<file path="config.mk">
export PLATFORM = sky130hd
export DESIGN_NAME = sync_fifo
export DESIGN_NICKNAME = d
export VERILOG_FILES = /design/src/rtl/fifo_pkg.sv /design/src/rtl/fifo_mem.sv /design/src/rtl/sync_fifo.sv
export SDC_FILE = /design/constraint.sdc
export NUM_CORES = 1
export LEC_CHECK = 0
export BUFFER_PORTS_ARGS = -buffer_cell sky130_fd_sc_hd__buf_2
export CAP_MARGIN = 10
export CELL_PAD_IN_SITES_DETAIL_PLACEMENT = 0
export CELL_PAD_IN_SITES_GLOBAL_PLACEMENT = 2
export CORE_UTILIZATION = 38
export DETAILED_ROUTE_END_ITERATION = 6
export PLACE_DENSITY = 0.78
export SYNTH_ARGS = -nofsm -noshare
export SYNTH_HDL_FRONTEND = slang
export SYNTH_SLANG_ARGS = --single-unit
</file>
<file path="constraint.sdc">
create_clock -name clk -period 4.09 [get_ports clk]
set_input_delay 0.2045 -clock clk [delete_from_list [all_inputs] [get_ports clk]]
set_output_delay 0.2045 -clock clk [all_outputs]
set_load 0.005 [all_outputs]
</file>
<file path="src/rtl/fifo_pkg.sv">
`default_nettype none
// ============================================================================
// Module   : fifo_pkg
// Purpose  : Shared defaults and the clog2 helper for sync_fifo and fifo_mem.
// Revision : 1.0
// ============================================================================
package fifo_pkg;

    localparam int DEFAULT_DATA_W = 16;
    localparam int DEFAULT_DEPTH  = 8;

    function automatic int clog2(input int value);
        int result;
        result = 0;
        while ((1 << result) < value) begin
            result = result + 1;
        end
        return result;
    endfunction

endpackage : fifo_pkg
`default_nettype wire

</file>
<file path="src/rtl/fifo_mem.sv">
`default_nettype none
// ============================================================================
// Module   : fifo_mem
// Purpose  : Simple dual-port storage array, synchronous write, async read.
// Revision : 1.0
// ============================================================================
module fifo_mem
    import fifo_pkg::*;
#(
    parameter int DATA_W = DEFAULT_DATA_W,
    parameter int DEPTH  = DEFAULT_DEPTH,
    localparam int AW    = clog2(DEPTH)
) (
    input  logic              clk,
    input  logic              wr_en_i,
    input  logic [AW-1:0]     wr_idx_i,
    input  logic [DATA_W-1:0] wr_data_i,
    input  logic [AW-1:0]     rd_idx_i,
    output logic [DATA_W-1:0] rd_data_o
);

    // Storage is intentionally left unreset.
    logic [DATA_W-1:0] mem_q [DEPTH];

    always_ff @(posedge clk) begin
        if (wr_en_i) begin
            mem_q[wr_idx_i] <= wr_data_i;
        end
    end

    assign rd_data_o = mem_q[rd_idx_i];

endmodule : fifo_mem
`default_nettype wire

</file>
<file path="src/rtl/sync_fifo.sv">
`default_nettype none
// ============================================================================
// Module   : sync_fifo
// Purpose  : Parametrised single-clock FIFO with flags, count and error pulses.
//            Define FIFO_FWFT_EN for first-word-fall-through read mode.
// Revision : 1.0
// ============================================================================
module sync_fifo
    import fifo_pkg::*;
#(
    parameter int DATA_W    = DEFAULT_DATA_W,
    parameter int DEPTH     = DEFAULT_DEPTH,
    parameter int AFULL_TH  = 6,
    parameter int AEMPTY_TH = 2,
    localparam int AW       = clog2(DEPTH)
) (
    input  logic              clk,
    input  logic              rst,
    input  logic              wr_en,
    input  logic [DATA_W-1:0] data_in,
    input  logic              rd_en,
    output logic [DATA_W-1:0] data_out,
    output logic              rd_valid,
    output logic              full,
    output logic              empty,
    output logic              almost_full,
    output logic              almost_empty,
    output logic [AW:0]       count,
    output logic              overflow,
    output logic              underflow
);

    localparam logic [AW:0] c_depth  = (AW+1)'(DEPTH);
    localparam logic [AW:0] c_afull  = (AW+1)'(AFULL_TH);
    localparam logic [AW:0] c_aempty = (AW+1)'(AEMPTY_TH);
    localparam logic [AW:0] c_one    = (AW+1)'(1);

    logic [AW:0]       wr_ptr_q, wr_ptr_d;
    logic [AW:0]       rd_ptr_q, rd_ptr_d;
    logic [AW:0]       count_q, count_d;
    logic              overflow_q, underflow_q;
    logic              w_wr_acc, w_rd_acc;
    logic [DATA_W-1:0] w_rd_word;

    assign empty        = (count_q == '0);
    assign full         = (count_q == c_depth);
    assign almost_full  = (count_q >= c_afull);
    assign almost_empty = (count_q <= c_aempty);
    assign count        = count_q;
    assign overflow     = overflow_q;
    assign underflow    = underflow_q;

    // A read frees a slot in the same edge, so a full FIFO can still accept a write.
    assign w_rd_acc = rd_en & ~empty;
    assign w_wr_acc = wr_en & (~full | w_rd_acc);

    always_comb begin
        wr_ptr_d = wr_ptr_q;
        rd_ptr_d = rd_ptr_q;
        count_d  = count_q;
        if (w_wr_acc) begin
            wr_ptr_d = wr_ptr_q + c_one;
        end
        if (w_rd_acc) begin
            rd_ptr_d = rd_ptr_q + c_one;
        end
        case ({w_wr_acc, w_rd_acc})
            2'b10:   count_d = count_q + c_one;
            2'b01:   count_d = count_q - c_one;
            default: count_d = count_q;
        endcase
    end

    always_ff @(posedge clk or negedge rst) begin
        if (!rst) begin
            wr_ptr_q    <= '0;
            rd_ptr_q    <= '0;
            count_q     <= '0;
            overflow_q  <= 1'b0;
            underflow_q <= 1'b0;
        end else begin
            wr_ptr_q    <= wr_ptr_d;
            rd_ptr_q    <= rd_ptr_d;
            count_q     <= count_d;
            overflow_q  <= wr_en & ~w_wr_acc;
            underflow_q <= rd_en & ~w_rd_acc;
        end
    end

    fifo_mem #(
        .DATA_W (DATA_W),
        .DEPTH  (DEPTH)
    ) u_mem (
        .clk       (clk),
        .wr_en_i   (w_wr_acc),
        .wr_idx_i  (wr_ptr_q[AW-1:0]),
        .wr_data_i (data_in),
        .rd_idx_i  (rd_ptr_q[AW-1:0]),
        .rd_data_o (w_rd_word)
    );

`ifdef FIFO_FWFT_EN
    // Head word is shown directly; zero while empty keeps reset output at 0.
    assign data_out = empty ? '0 : w_rd_word;
    assign rd_valid = ~empty;
`else
    logic [DATA_W-1:0] data_out_q;
    logic              rd_valid_q;

    always_ff @(posedge clk or negedge rst) begin
        if (!rst) begin
            data_out_q <= '0;
            rd_valid_q <= 1'b0;
        end else begin
            rd_valid_q <= w_rd_acc;
            if (w_rd_acc) begin
                data_out_q <= w_rd_word;
            end
        end
    end

    assign data_out = data_out_q;
    assign rd_valid = rd_valid_q;
`endif

endmodule : sync_fifo
`default_nettype wire

</file>
==> impl_metrics.yaml, run 1 <==
clocking:
  cts_tree: "built"
  cts_resized: 0
  cts_buffers: 17
  clk_latency_ns: 0.43
  postCtsSetupBuffers: 0
  cts-htree-levels: 4
  ctsHoldBuffers: 2
  clk_pin_slew_ns: 0.06
  cts.sinks: 157
  root_buffer: "clkbuf_16"
  clockBufferDepth: 2
floorplan:
  die_h_um: 130
  initial_core_util_pct: 38.9
  die_x_um: 130
  placementRows: 46
  core_mm2: 0.0159
  die-area_mm2: 0.0169
  io_pins: 47
yosys:
  syn-num-nets: 388
  syn_avg_cell_area_um2: 17.1
  seq_area_frac_synth_pct: 73.6
  ys.flop_type: "edfxtp_1"
  synth_area_leader_cell: "edfxtp_1"
  synth_top_area_share_pct: 61.9
  synthTopCellsByCount: "128 x edfxtp_1, 32 x mux2i_1, 29 x dfrtp_1"
  synthArstFlopShare_pct: 18.5
  synth_edf_count: 128
  synth_most_common_cell: "edfxtp_1"
  netlist_area_mm2: 0.00621
  synth_area_leaders: "edfxtp_1 62%, dfrtp_1 12%, mux2i_1 5.2%, mux2_2 4.2%, a221o_1 2.6%"
  ys_ff_latch: 157
  yosysUniqueCellTypes: 38
  yosys_warnings: 0
  netlist_instances: 363
global_routing:
  first_global_vias: 3217
  grt_max_degree: 36
  grt_overflow_total: 0
  grt.total_usage_pct: 15.4
  grt_pass1_wl_mm: 18.4
  antenna_found_initial: 0
sta:
  whs_ns: 0.0448
  setup_viol: 0
  maxSlewViolCount: 0
  maxSlewHeadroom_pct: 30.5
  rsz0062_at_grt: "no"
  worstMarginPinSlew_ns: 1.04
  period_share_pct: 65.6
  skew_ns: 0.00733
  final.min_clock_period_ns: 2.68
  fmax_mhz: 372
  fin_setup_tns_ns: 0
  finalHoldViolCount: 0
route:
  ant_nets: 0
  routed_via_density: 4.97
  wl_per_cell_um: 18.3
  drt_wl_total_mm: 11.9
  drtIter0Drc: 171
  drc: 0
  drt_pre_antenna_iters: 4
  vias: 3223
power_and_ir_drop:
  powerDensity_mw_per_mm2: 735
  leakage_uw: 0.00269
  worst_ir_drop_vdd_v: 0.000386
place:
  dp_hpwl_mm: 7.02
  portBuffers: 46
  globalplace.congestion: 0.714
flow_run:
  maxCapViolations: 0
worst_setup_path:
  critPathKind: "reg -> reg"
  reg2reg_from: "count[1]"
  arrival_ns: 2.98
  cp-end-kind: "register"
  worst_setup_path_start_kind: "register"
  crit_required_ns: 4.39
  cp_max_fo: 35
  crit_start: "count[1]"
finish:
  nets: 445
  drive_above_1_share_pct: 28.2
  area_growth_pct: 18.0
  diodes: 0
status:
  status: "completed"
hold_path:
  hold_start: "data_in[10]"
  hold_class: "in -> reg"
-- through the flow --
stage / utilization (%) / setup slack, ns / power, µW / instance area, µm² / cells
2_1_floorplan: - / 1.19 / 3310 / 6210 / 363
3_3_place_gp: 41.9 / 1.43 / 3760 / 6690 / 615
3_5_place_dp: 41.9 / 1.40 / 3800 / 6690 / 615
4_1_cts: 46.0 / 1.39 / 5440 / 7330 / 649
5_1_grt: 46.0 / 1.21 / 5660 / 7330 / 649
6_report: 46.0 / 1.41 / 5390 / 7330 / 649
-- critical path: stages (launching register included) --
cell and delay, ns:
dfrtp_1 0.48, nor4_2 0.37, nand2b_1 0.15, buf_4 0.30, inv_2 0.11, ha_1 0.29
xor2_1 0.17, ha_1 0.19, a21oi_1 0.15, xor2_1 0.16, nor2_1 0.06, xor2_1 0.14
-- metal layers --
| metal | part of all wire (%) | track usage [%] |
|---|---|---|
| met2 | 49 | 24.3 |
| met1 | 46 | 20.5 |
| met5 | 0 | 0 |
| met3 | 3.6 | 3.32 |
| met4 | 1.8 | 7.05 |
-- registers in the layout, indices dropped and copies added, names as in the netlist --
register,flops
rd_ptr_q,3
u_mem.mem_q,128
count,4
wr_ptr_q,3
data_out,16
overflow,1
underflow,1
rd_valid,1
-- logic make-up (layout without fill, tap and decap cells) --
family | after synthesis | after routing | share of synthesized area [%]
buffers and inverters | 22 | 92 | 2.56
and+or+nand+nor | 50 | 50 | 4.05
AOI/OAI and AO/OA | 55 | 55 | 6.37
xor gates and xnor gates | 9 | 9 | 1.27
DFF | 157 | 157 | 73.6
adders and majority gates | 5 | 5 | 1.01
muxes | 65 | 65 | 11.1
-- where the power goes --
part / internal, µW / switching [µW]
clock: 1020 / 622
sequential: 2070 / 233
combinational: 651 / 796
total: 3740 / 1650
-- layout make-up --
class | instances | area [µm²]
clock buffers | 18 | 429
clock inverters | 14 | 193
fillers | 1380 | 8610
inverters | 3 | 16.3
multi-input cells | 184 | 1530
flip-flops and latches | 157 | 4570
well taps | 216 | 270
repair buffers | 57 | 318
-- cells in the final DEF (no fill, tap or decap), types with 9 or more instances in the layout --
cell type and instances:
edfxtp_1 128, buf_2 46, mux2i_1 32, dfrtp_1 28
nand2_1 25, mux2_2 23, clkbuf_16 17, o22ai_1 16
a221o_1 16, o21ai_1 16, mux2_1 10, buf_4 9
-- final timing paths --
path / endpoint / slack (ns) / depth (start not counted)
worst max register to register: count[2] / 1.41 / 11
worst min-delay path: u_mem.mem_q[3][10] / 0.04 / 1
min in group asynchronous: count[3] / 0.35 / 2
worst min register to register: data_out[4] / 0.48 / 2
worst max-delay path: count[2] / 1.41 / 11
max in group asynchronous: rd_ptr_q[0] / 3.26 / 2
(Power assumes the default switching activity.)
==> run 2: changes to the inputs <==
--- a/config.mk
+++ b/config.mk
@@ -5,13 +5,14 @@
 export SDC_FILE = /design/constraint.sdc
 export NUM_CORES = 1
 export LEC_CHECK = 0
+export ABC_AREA = 1
 export BUFFER_PORTS_ARGS = -buffer_cell sky130_fd_sc_hd__buf_2
 export CAP_MARGIN = 10
 export CELL_PAD_IN_SITES_DETAIL_PLACEMENT = 0
 export CELL_PAD_IN_SITES_GLOBAL_PLACEMENT = 2
 export CORE_UTILIZATION = 38
 export DETAILED_ROUTE_END_ITERATION = 6
-export PLACE_DENSITY = 0.78
+export PLACE_DENSITY = 0.83
 export SYNTH_ARGS = -nofsm -noshare
 export SYNTH_HDL_FRONTEND = slang
 export SYNTH_SLANG_ARGS = --single-unit
==> constraint.sdc (replaced) <==
create_clock -name clk -period 2.7 [get_ports clk]
set_input_delay 0.135 -clock clk [delete_from_list [all_inputs] [get_ports clk]]
set_output_delay 0.135 -clock clk [all_outputs]
set_load 0.005 [all_outputs]
==> run 2 against run 1 <==
Net effect:
- via count up 30%
- register-to-register slack worse by 0.79 ns
- largest cell class unchanged
- sequential share of layout area shrank 2.2 points
- fmax grew 29%
- worst hold slack worse by 0.032 ns
- sequential power grew 43%
- setup slack got worse by 0.79 ns
- highest routed layer unchanged
- cell area grew 3.6%
==> impl_metrics.yaml, run 2 <==
status:
  status: "completed"
yosys:
  netlist_instances: 540
  syn_avg_cell_area_um2: 11.8
  synth_area_leader_cell: "edfxtp_1"
  synthTopCellsByCount: "138 x nor2_1, 128 x edfxtp_1, 53 x nand2_1"
  yosysUniqueCellTypes: 29
  yosys_warnings: 0
  synth_area_leaders: "edfxtp_1 60%, dfrtp_1 11%, nor2_1 8.1%, o21ai_0 4.1%, nand3_1 4.0%"
  synth_edf_count: 128
  synth_most_common_cell: "nor2_1"
  ys.flop_type: "edfxtp_1"
  synth_top_area_share_pct: 60.2
  netlist_area_mm2: 0.00639
  syn-num-nets: 565
  seq_area_frac_synth_pct: 71.5
  synthArstFlopShare_pct: 18.5
  ys_ff_latch: 157
clocking:
  cts-htree-levels: 4
  cts.sinks: 157
  cts_tree: "built"
  clk_latency_ns: 0.42
  root_buffer: "clkbuf_16"
  cts_resized: 0
  cts_buffers: 17
  clockBufferDepth: 2
  postCtsSetupBuffers: 0
  clk_pin_slew_ns: 0.06
  ctsHoldBuffers: 17
sta:
  setup_viol: 0
  rsz0062_at_grt: "no"
  maxSlewHeadroom_pct: 45.7
  maxSlewViolCount: 0
  worstMarginPinSlew_ns: 0.809
  fmax_mhz: 481
  whs_ns: 0.0133
  finalHoldViolCount: 0
  fin_setup_tns_ns: 0
  final.min_clock_period_ns: 2.08
  period_share_pct: 77.1
  skew_ns: 0.00555
worst_setup_path:
  arrival_ns: 2.43
  crit_required_ns: 3.05
  cp_slowest_cell: "dfrtp_1"
  crit_chain: "nor2_2 > nand4_1 > nand2_2 > ha_1 > nor2_1 > nor2_1 > ha_1 > a21oi_1 > or2_2 > a31oi_1"
  worst_setup_path_start_kind: "register"
  cp_max_fo: 8
  rrSetupSlack_ns: 0.62
  critPathKind: "reg -> reg"
  cp_top_family: "simple AND/OR/NAND/NOR gates"
  slowest_delay_ns: 0.46
  critPathBufInv: 0
  cp-end-kind: "register"
floorplan:
  die_x_um: 132
  initial_core_util_pct: 38.7
  die_h_um: 132
  placementRows: 47
  die-area_mm2: 0.0173
  core_mm2: 0.0165
  io_pins: 47
power_and_ir_drop:
  worst_ir_drop_vdd_v: 0.000663
  powerDensity_mw_per_mm2: 1090
  leakage_uw: 0.00292
route:
  ant_nets: 0
  drc: 0
  drt_wl_total_mm: 14.0
  drt_pre_antenna_iters: 5
  routed_via_density: 4.98
  drtIter0Drc: 255
  vias: 4204
  wl_per_cell_um: 16.6
finish:
  largest_register: "u_mem.mem_q"
  nets: 636
  final_common_cell: "nor2_1"
  diodes: 0
  layout_common_cells: "138 x nor2_1, 128 x edfxtp_1, 53 x nand2_1"
  drive_above_1_share_pct: 17.9
  design_area_mm2: 0.00759
  post-route-util_pct: 46.0
  largest_register_ffs: 128
  final_cells: 844
  area_growth_pct: 18.9
global_routing:
  grt.total_usage_pct: 17.1
  grt_max_degree: 66
  grt_pass1_wl_mm: 21.9
  antenna_found_initial: 0
  first_global_vias: 4004
  grt_overflow_total: 0
hold_path:
  hold_class: "in -> reg"
place:
  dp_hpwl_mm: 7.64
  dp.cells: 795
  place_area_mm2: 0.00681
  globalplace.congestion: 0.734
  portBuffers: 46
flow_run:
  maxCapViolations: 0
[run 2: cells by family after synthesis]
| logic type | count (synthesis) | share of synthesized area [%] |
|---|---|---|
| simple gates | 256 | 16.8 |
| flops | 157 | 71.5 |
| compound gates | 71 | 5.58 |
| buf+inv | 46 | 4.31 |
| xor+xnor | 5 | 0.803 |
| fa+ha+maj | 5 | 0.979 |
[run 2: per-stage QoR]
stage               total power [µW]  worst slack, ns
CTS                             8330            0.615
finish                          8250            0.619
global placement                5790            0.708
floorplan                       5130            0.633
detailed placement              5860            0.631
global route                    8760            0.471
[run 2: worst paths after layout]
kind,start,endpoint,cells past startpoint
worst max-delay path,count[1],count[2],10
worst max register to register,count[1],count[2],10
min in group asynchronous,rst,count[3],2
worst min-delay path,data_in[11],u_mem.mem_q[6][11],1
max in group asynchronous,rst,rd_ptr_q[0],2
worst min register to register,data_out[8],data_out[8],2
[run 2: layout make-up]
cell class	count	area, µm²
clock inverter	15	186
multi-input combinational	337	1540
inverter	19	73.8
fill	1486	8930
tap	220	275
timing repair buffer	79	520
clock buffer	17	425
sequential	157	4570
[run 2: report_power, final]
| part | leakage, µW | internal (µW) | total [µW] | switching, µW |
|---|---|---|---|---|
| Clock | 0.000287 | 1470 | 2450 | 978 |
| Combinational | 0.00112 | 854 | 2520 | 1660 |
| Sequential | 0.00151 | 3080 | 3290 | 208 |
| Total | 0.00292 | 5400 | 8250 | 2850 |
[run 2: layer usage]
metal,track usage [%],wire [µm]
met2,28.3,6940
met4,7.75,272
met3,3.09,546
met5,0,0
met1,21.9,6240
